<file path="config.mk">
export PLATFORM = sky130hd
export DESIGN_NAME = mux_16bit
export DESIGN_NICKNAME = d
export VERILOG_FILES = /design/src/rtl/mux_16bit_pkg.sv /design/src/rtl/mux_16bit_mux2_comb.sv /design/src/rtl/mux_16bit.sv
export SDC_FILE = /design/constraint.sdc
export NUM_CORES = 1
export LEC_CHECK = 0
export CAP_MARGIN = 20
export CORE_UTILIZATION = 36
export CTS_CLUSTER_DIAMETER = 30
export DETAILED_ROUTE_END_ITERATION = 16
export GPL_ROUTABILITY_DRIVEN = 0
export PLACE_DENSITY = 0.9
export SYNTH_ARGS = -nofsm -noshare
export SYNTH_HDL_FRONTEND = slang
export SYNTH_HIERARCHICAL = 1
export SYNTH_SLANG_ARGS = --single-unit
</file>
<file path="constraint.sdc">
create_clock -name clk -period 1.2 [get_ports clk]
set_input_delay 0.18 -clock clk [delete_from_list [all_inputs] [get_ports clk]]
set_output_delay 0.18 -clock clk [all_outputs]
set_load 0.02 [all_outputs]
</file>
<file path="src/rtl/mux_16bit_pkg.sv">
// Shared constants for the registered 2:1 word multiplexer.
// Select encodings name which data input a select value picks.
package mux_16bit_pkg;

  localparam int   MUX_DEFAULT_WIDTH = 16;
  localparam logic MUX_SEL_IN0       = 1'b0;
  localparam logic MUX_SEL_IN1       = 1'b1;

endpackage : mux_16bit_pkg

</file>
<file path="src/rtl/mux_16bit_mux2_comb.sv">
// Purely combinational WIDTH-bit 2:1 selector feeding the output register.
// An unknown select propagates as X in simulation instead of picking a side.
module mux2_comb
  import mux_16bit_pkg::*;
#(
  parameter int WIDTH = MUX_DEFAULT_WIDTH
) (
  input  logic [WIDTH-1:0] in0,
  input  logic [WIDTH-1:0] in1,
  input  logic             select,
  output logic [WIDTH-1:0] sel_data
);

  always_comb begin
    sel_data = 'x;
    case (select)
      MUX_SEL_IN0: sel_data = in0;
      MUX_SEL_IN1: sel_data = in1;
      default:     sel_data = 'x;
    endcase
  end

endmodule : mux2_comb

</file>
<file path="src/rtl/mux_16bit.sv">
// Registered 2:1 word multiplexer: one combinational select stage followed by
// an output register with capture enable and a one-cycle valid flag.
module mux_16bit
  import mux_16bit_pkg::*;
#(
  parameter int WIDTH = MUX_DEFAULT_WIDTH
) (
  input  logic             clk,
  input  logic             rst,
  input  logic             en,
  input  logic [WIDTH-1:0] in0,
  input  logic [WIDTH-1:0] in1,
  input  logic             select,
  output logic [WIDTH-1:0] out,
  output logic             out_valid
);

  logic [WIDTH-1:0] sel_data;

  mux2_comb #(
    .WIDTH(WIDTH)
  ) u_mux2_comb (
    .in0     (in0),
    .in1     (in1),
    .select  (select),
    .sel_data(sel_data)
  );

  // Reset beats enable; a disabled edge holds the word but drops valid.
  always_ff @(posedge clk) begin
    if (rst) begin
      out       <= '0;
      out_valid <= 1'b0;
    end else if (en) begin
      out       <= sel_data;
      out_valid <= 1'b1;
    end else begin
      out_valid <= 1'b0;
    end
  end

`ifndef SYNTHESIS
  always @(posedge clk) begin
    if (!rst && en) begin
      assert (!$isunknown(select))
        else $error("mux_16bit: unknown select while capture enabled");
    end
  end
`endif

endmodule : mux_16bit

</file>
# Yosys cells after proc, flatten, opt, wreduce, memory -nomap -nowiden

Index checks and enable logic that the tools add are counted.

Multiplexer cells: 2
Bitwise operators: 1

Operators with widths:

| operator    | count |
|---|---|
| $pmux 16 s2 | 1 |
| $mux 1      | 1 |
| $not 1->1   | 1 |

Bits in registers: 17
Input bits: 36
Output and inout bits: 17
Word-level logic and storage cells: 5

# Longest topological paths before layout

Gate-level depths: netlist of the first run.

Depth in word-level cells: 2
Gate-level depth with buffers: 5
Depth with buffers taken out: 3

# Hierarchy

Netlist of the first run, hierarchy kept.

By module, submodules not included:

| module    | instances | cells each | area each (um^2) | sequential area each (um^2) |
|---|---|---|---|---|
| mux_16bit | 1         | 54         | 608.1            | 340.3 |
| mux2_comb | 1         | 18         | 249.0            | 0.0 |

# Least setup slack after synthesis of the first run

OpenSTA, ideal clock, no wires.

Kind: input to register
Start: input select
End: register out[4]
Library setup time: 0.117 ns
Data arrival time: 0.882 ns
Data required time: 1.083 ns
Slack: 0.201 ns
Stages: 5
Path buffers: 2
Path through: buf_6 > buf_12 > mux2_4 > mux2i_1 > nor2_1

Word-level cells in the longest chain between the ends: 2

Ends and longest elaborated chain:

| element               | line                      | RTL |
|---|---|---|
| start, declared       | mux_16bit.sv:13           | `input logic select,` |
| $not 1->1             | mux_16bit_mux2_comb.sv:16 | `case (select)` |
| $pmux 16 s2 (*)       | mux_16bit_mux2_comb.sv:16 |  |
| named net sel_data[4] | mux_16bit.sv:18           | `logic [WIDTH-1:0] sel_data;` |
| end signal, assigned  | mux_16bit.sv:35           | `out <= sel_data;` |
| end, declared         | mux_16bit.sv:14           | `output logic [WIDTH-1:0] out,` |

The timed path passes the listed nets; every way through them passes the cells marked *.
A chain may end at the register's enable or synchronous reset.

# Worst setup path in the final report of the first run

Start: register out[6]
End: output out[6]

No word-level cell between the ends.

==> out/qor.csv, run 1 <==
metric;value;unit
htree_num_levels;1;
vias;725;
synth.avg_cell_area;11.9;um^2
seq_area_frac_synth;39.7;%
synth_cell_types;9;
via_per_inst;4.71;
coreArea;0.00223;mm^2
clk_pin_slew;0.09;ns
synth_area;857;um^2
path_max_fanout;2;
drt_wl_total;2.14;mm
syn2layout_area_growth;68.5;%
die_h;50.8;um
min_from;out[11]$_SDFFE_PP0P_;
fp-row-count;17;
clock_sinks;17;
p_seq_share;46.6;%
grt_use_total;18.4;%
critPathSlowestCell;dfxtp_1;
hold_path_end;out[11]$_SDFFE_PP0P_;
synthTopCellsByArea;dfxtp_1 40%, mux2i_1 19%, mux2_4 18%;
endpoint_kind;output pin;
critPathLaunchType;flop;
grt_max_degree;18;
hold_depth;2;
p_leak;0.680;nW
cts_buffer_depth;2;
power.total;1.33;mW
root_buffer;clkbuf_4;
cap_violations;0;
slew_viol_final;0;
hp-class;flop to flop;
cts_tree;done;
synthesis.nets;108;
grt_overflow_total;0;
power_switching;0.341;mW
power.share.combinational;30.8;%
r2r-end;out[14]$_SDFFE_PP0P_;
p_per_area;920;mW/mm^2
yosys.area.top_type_share;39.7;%
hold_violations;0;
antenna_found_initial;0;
ys_seq_elements;17;
r2r-start;out[14]$_SDFFE_PP0P_;
hold_slack;0.496;ns
die_w;50.8;um
finalSetupViolCount;0;
grt_setup_unrepaired;false;
detail-route-antenna-nets;0;
yosysWarnings;6;
p_int;0.988;mW
portBuffers;52;
drt_iter0_markers;7;
antenna_cells;0;
ios;53;
drive_gt1_share;18.3;%
timing.slew.headroom;84.9;%
swShare;25.7;%
period_minus_slack;1.15;ns
critical_path.top_delay_family;flip-flops;
fillCellCount;198;
die_area;0.00258;mm^2
post-route-period-util;96.2;%
synthCells;72;
worstPathArrival;0.97;ns
crit_chain;dlygate4sd2_1;
finalNetCount;163;
required;1.02;ns
critPathKind;flop to output pin;
max_freq;866;MHz
clock_latency;0.29;ns
max_stage_delay;0.34;ns
fin_skew;0;ns
cts_inserted_buffers;3;
clockPowerShare;22.6;%
rr_worst_depth;2;
wl_per_cell;13.9;um
drcViolationCount;0;
grt_pass1_wl;3.42;mm
grt_pass1_vias;753;
tightestPinTransition;0.228;ns
cp.buffers_inverters;1;
ir_drop;0.000728;V
start_util;38.4;%
outcome;complete, no violations;
r2r_setup_slack;0.55;ns
yosys.area.top_type;dfxtp_1;
firstDrtPassIters;4;
hpwl;1.65;mm
==> how the worst max path moves through the flow <==
| stage | slack, ns | start | cells after the start | endpoint |
|---|---|---|---|---|
| floorplan | 0.20 | select | 5 | out[4]$_SDFFE_PP0P_ |
| global placement | -0.29 | select | 5 | out[13]$_SDFFE_PP0P_ |
| detailed placement | -0.36 | select | 5 | out[14]$_SDFFE_PP0P_ |
| CTS | 0.02 | out[9]$_SDFFE_PP0P_ | 1 | out[9] |
| global route | 0.00009 | out[14]$_SDFFE_PP0P_ | 1 | out[14] |
| finish | 0.05 | out[6]$_SDFFE_PP0P_ | 1 | out[6] |
==> through the flow <==
step / cell area (um^2) / util [%] / setup slack, ns / setup TNS, ns / instances
2_1_floorplan: 857 / - / 0.201 / 0 / 72
5_1_grt: 1440 / 64.6 / 0.0000897 / 0 / 154
3_5_place_dp: 1400 / 62.7 / -0.364 / -4.90 / 149
3_3_place_gp: 1400 / 62.7 / -0.292 / -4.36 / 149
6_report: 1440 / 64.6 / 0.0456 / 0 / 154
4_1_cts: 1440 / 64.3 / 0.0237 / 0 / 154
==> cell usage after synthesis <==
cell type and count:
dfxtp_1 17, mux2i_1 16, nor2_1 16, mux2_4 10, mux2_2 6, buf_12 2
buf_2 2, buf_6 2, nor2b_1 1
==> registers in the layout, indices dropped and copies added (netlist names) <==
signal and cells:
out_valid 1, out 16
==> layer usage <==
metal | GRT usage [%] | share of wire, % | vias up
met5 | 0 | 0 | -
met2 | 37.8 | 57 | 24
li1 | - | - | 356
met4 | 5.56 | 0.98 | 0
met3 | 5.15 | 5.4 | 4
met1 | 16.8 | 36 | 341
==> cells by family (layout without fill, tap and decap cells) <==
family	count (synthesis)	after routing	share of synthesized area, %
buffers and inverters	6	60	8.47
flip-flops	17	17	39.7
multiplexers	32	32	44.1
AND/OR/NAND/NOR	17	17	7.74
==> power groups by stage <==
stage / sequential (mW) / clock (mW) / combinational, mW
after floorplan: 0.680 / 0 / 0.163
after global placement: 0.632 / 0 / 0.410
after detailed placement: 0.633 / 0 / 0.424
after CTS: 0.619 / 0.316 / 0.412
after global routing: 0.624 / 0.347 / 0.435
final: 0.620 / 0.300 / 0.409
==> what timing repair did <==
action | 4_1_cts | 5_1_grt
gates resized for setup | 18 | 6
endpoints found under the setup margin | 22 | 6
gates cloned | 1 | 0
hold buffers | 0 | 0
setup buffers | 0 | 0
endpoints found under the hold margin | 0 | 0
==> final cells by class <==
type	instances	area [um^2]	share of cell area [%]
clock buffer	4	26.3	1.82
multi-input combinational	49	444	30.8
tap	28	35.0	2.43
sequential	17	340	23.6
timing repair buffer	56	598	41.4
==> cells in the final DEF (no fill, tap or decap) <==
cell             synthesis  routed
mux2i_1                 16      16
dfxtp_1                 17      17
clkdlybuf4s15_1          0       6
dlygate4sd2_1            0      12
mux2_4                  10      10
nor2b_1                  1       1
clkbuf_4                 0       3
clkdlybuf4s50_1          0      34
bufbuf_16                0       1
buf_12                   2       3
clkbuf_1                 0       1
mux2_2                   6       6
nor2_1                  16      16
Power figures use the tool's default switching activity.
==> inputs of run 2 (changes only) <==
- CORE_UTILIZATION: 36 -> 37
- CTS_BUF_LIST: not set -> sky130_fd_sc_hd__clkbuf_4 sky130_fd_sc_hd__clkbuf_8
- PLACE_DENSITY: 0.9 -> 0.91
==> out/qor.csv, run 2 (synthesized netlist as in run 1, its figures left out) <==
metric;value;unit
fin_util;66.8;%
grt_max_degree;18;
ios;53;
grt_overflow_total;0;
antenna_found_initial;0;
layout_commonest_cell;clkdlybuf4s50_1;
fp-row-count;17;
reg_top3;out x16, out_valid x1;
root_buffer;clkbuf_4;
grt_pass1_wl;3.39;mm
timing.slew.headroom;87.6;%
max_stage_delay;0.37;ns
ir_drop;0.000504;V
hold_buffers;0;
hp-class;flop to flop;
cts_inserted_buffers;3;
die_h;50.1;um
path_max_fanout;2;
worstPathArrival;0.99;ns
critPathKind;flop to output pin;
crit_path_end;out[13];
grt_setup_unrepaired;false;
required;1.02;ns
largest_reg_flops;16;
rr_worst_depth;2;
max_freq;857;MHz
finalNetCount;167;
clock_latency;0.28;ns
endpoint_kind;output pin;
cts_tree;done;
final_cell_mix;34 x clkdlybuf4s50_1, 17 x dfxtp_1, 16 x mux2i_1, 16 x nor2_1, 10 x mux2_4;
firstDrtPassIters;2;
regMostFlops;out;
finalSetupViolCount;0;
critPathLaunchType;flop;
coreArea;0.00219;mm^2
critPathSlowestCell;dfxtp_1;
cap_violations;0;
wl_per_cell;13.1;um
place_ws;-0.338;ns
antenna_cells;0;
p_leak;0.686;nW
hold_violations;0;
grt_use_total;18.5;%
r2r-end;out[13]$_SDFFE_PP0P_;
r2r-start;out[13]$_SDFFE_PP0P_;
tns;0;ns
fin_skew;0;ns
power.total;1.34;mW
start_util;39.1;%
vias;729;
post-route-period-util;97.3;%
htree_num_levels;1;
startpoint;out[13]$_SDFFE_PP0P_;
tightestPinTransition;0.181;ns
slew_viol_final;0;
clk_pin_slew;0.10;ns
drcViolationCount;0;
cts_buffer_depth;2;
syn2layout_area_growth;70.7;%
critical_path.top_delay_family;flip-flops;
cp.buffers_inverters;1;
outcome;complete, no violations;
crit_cells;1;
r2r_setup_slack;0.53;ns
grt_pass1_vias;759;
portBuffers;52;
crit_chain;dlygate4sd2_1;
detail-route-antenna-nets;0;
drt_iter0_markers;2;
via_per_inst;4.61;
hpwl;1.47;mm
period_minus_slack;1.17;ns
die_area;0.00251;mm^2
die_w;50.1;um
p_per_area;914;mW/mm^2
min_from;out[12]$_SDFFE_PP0P_;
fin_ws;0.0329;ns
drive_gt1_share;22.3;%
fillCellCount;185;
clock_sinks;17;
drt_wl_total;2.07;mm
hold_slack;0.502;ns
[run 2: repair_timing]
action                                  CTS  global route
buffers inserted                          2             0
pin swaps                                 0             0
resized for setup                        18            11
cloned                                    1             0
endpoints found under the setup margin   23            10
[run 2: how the worst min path moves through the flow]
stage	endpoint	slack [ns]	depth (start not counted)
CTS	out[12]$_SDFFE_PP0P_	0.50	2
global route	out[14]$_SDFFE_PP0P_	0.54	2
detailed placement	out[9]$_SDFFE_PP0P_	0.48	2
finish	out[12]$_SDFFE_PP0P_	0.50	2
floorplan	out_valid$_SDFF_PP0_	0.42	2
global placement	out[5]$_SDFFE_PP0P_	0.47	2
[run 2: area by class of cell]
type / instances / area, um^2 / area share, %
clock inverters: 1 / 5.00 / 0.342
clock buffers: 3 / 22.5 / 1.54
repair buffers: 60 / 616 / 42.1
well taps: 28 / 35.0 / 2.40
multi-input cells: 49 / 444 / 30.4
flip-flops and latches: 17 / 340 / 23.3
[run 2: power by group]
part           internal, mW  switching [mW]
Clock                 0.124           0.179
Sequential            0.603          0.0199
Combinational         0.260           0.151
Total                 0.986           0.350
[run 2: per-layer routing]
metal	up-vias	global-route usage, %	share of wire [%]
met1	333	19.1	39
met3	6	3.03	5.1
met5	-	0	0
met4	0	11.9	3.4
li1	360	-	-
met2	30	34.0	52
[run 2: per-stage QoR]
step	instances	area, um^2
floorplan	72	857
global placement	151	1390
detailed placement	151	1390
CTS	158	1460
global route	158	1460
finish	158	1460
==> inputs of run 3 (changes only) <==
- clock period: 1.2 -> 1.3 ns (I/O delays scaled with it)
==> out/qor.csv, run 3 (synthesized netlist as in run 1, its figures left out) <==
metric;value;unit
power.total;1.21;mW
layout_commonest_cell;clkdlybuf4s50_1;
die_h;50.1;um
grt_overflow_total;0;
via_per_inst;4.59;
antenna_found_initial;0;
hold_buffers;0;
fin_cells;155;
htree_num_levels;1;
fp-row-count;17;
rr_worst_depth;2;
p_seq_share;47.4;%
die_area;0.00251;mm^2
finalNetCount;164;
finalSetupViolCount;0;
hold_slack;0.495;ns
outcome;complete, no violations;
clock_sinks;17;
swShare;25.9;%
postCtsSetupBuffers;0;
tns;0;ns
grt_setup_unrepaired;false;
drcViolationCount;0;
hold_violations;0;
hp-class;flop to flop;
firstDrtPassIters;4;
fin_skew;0;ns
drt_wl_total;1.94;mm
drt_iter0_markers;1;
antenna_cells;0;
p_int;0.893;mW
die_w;50.1;um
required;1.48;ns
worstPathArrival;1.44;ns
grt_max_degree;18;
cts_buffer_depth;2;
slew_viol_final;0;
endpoint_kind;flop;
ctsResizeCount;17;
grt_use_total;17.2;%
critPathSlowestCell;clkdlybuf4s50_1;
tightestPinTransition;0.239;ns
root_buffer;clkbuf_4;
final_cell_mix;35 x clkdlybuf4s50_1, 17 x dfxtp_1, 17 x dlygate4sd2_1;
cts_tree;done;
p_leak;0.683;nW
crit_chain;clkdlybuf4s50_1 -> buf_12 -> mux2_2 -> mux2i_1 -> nor2_1;
grt_pass1_vias;731;
drive_gt1_share;19.7;%
post-route-period-util;96.9;%
portBuffers;52;
ios;53;
cap_violations;0;
syn2layout_area_growth;64.4;%
largest_reg_flops;16;
critPathLaunchType;input port;
dp.cells;151;
critPathKind;input port to flop;
reg_top3;out x16, out_valid x1;
fin_util;64.3;%
period_minus_slack;1.26;ns
cts_inserted_buffers;3;
max_freq;794;MHz
hold_depth;2;
coreArea;0.00219;mm^2
clock_latency;0.28;ns
grt_pass1_wl;3.17;mm
clockPowerShare;22.8;%
timing.slew.headroom;84.2;%
max_stage_delay;0.51;ns
start_util;39.1;%
vias;712;
power_switching;0.313;mW
wl_per_cell;12.5;um
clk_pin_slew;0.10;ns
p_per_area;856;mW/mm^2
power.share.combinational;29.8;%
detail-route-antenna-nets;0;
ir_drop;0.000750;V
path_max_fanout;16;
hpwl;1.57;mm
regMostFlops;out;
run 3: changes by cell type in the layout (fill, tap and decap cells not counted):
cell	previous run	this run
clkbuf_2	1	0
clkdlybuf4s50_1	34	35
clkdlybuf4s15_1	9	0
bufbuf_16	1	0
dlygate4sd2_1	8	17
buf_4	5	3
run 3: layout make-up:
cell class | count | area (um^2)
fillers | 197 | 782
repair buffers | 57 | 562
multi-input cells | 49 | 444
flip-flops and latches | 17 | 340
well taps | 28 | 35.0
clock buffers | 3 | 22.5
clock inverters | 1 | 5.00
run 3: worst paths after layout:
| check | startpoint | to | slack, ns |
|---|---|---|---|
| max | select | out[2]$_SDFFE_PP0P_ | 0.04 |
| min | out[5]$_SDFFE_PP0P_ | out[5]$_SDFFE_PP0P_ | 0.50 |
| max reg2reg | out[12]$_SDFFE_PP0P_ | out[12]$_SDFFE_PP0P_ | 0.65 |
| min reg2reg | out[5]$_SDFFE_PP0P_ | out[5]$_SDFFE_PP0P_ | 0.50 |
run 3: per-stage QoR:
step | setup slack, ns | area (um^2)
finish | 0.0401 | 1410
global route | 0.0120 | 1410
CTS | 0.0353 | 1410
detailed placement | -0.275 | 1400
global placement | -0.216 | 1400
floorplan | 0.286 | 857
run 3: power groups by stage:
stage          Clock, mW  Combinational [mW]  Sequential (mW)
6_report           0.275               0.359            0.572
5_1_grt            0.317               0.383            0.577
4_1_cts            0.287               0.363            0.573
3_5_place_dp           0               0.386            0.586
3_3_place_gp           0               0.377            0.584
2_1_floorplan          0               0.151            0.628
run 3: metal layers:
| metal | global-route usage (%) | wire length [um] |
|---|---|---|
| met2 | 33.8 | 1040 |
| met3 | 3.64 | 97 |
| met5 | 0 | 0 |
| met4 | 7.14 | 19 |
| met1 | 16.9 | 774 |
run 3: critical path, delay by kind of cell:
kind          cells  cell delay (ns)
buf+inv           2             0.68
mux               2             0.50
simple gates      1             0.06
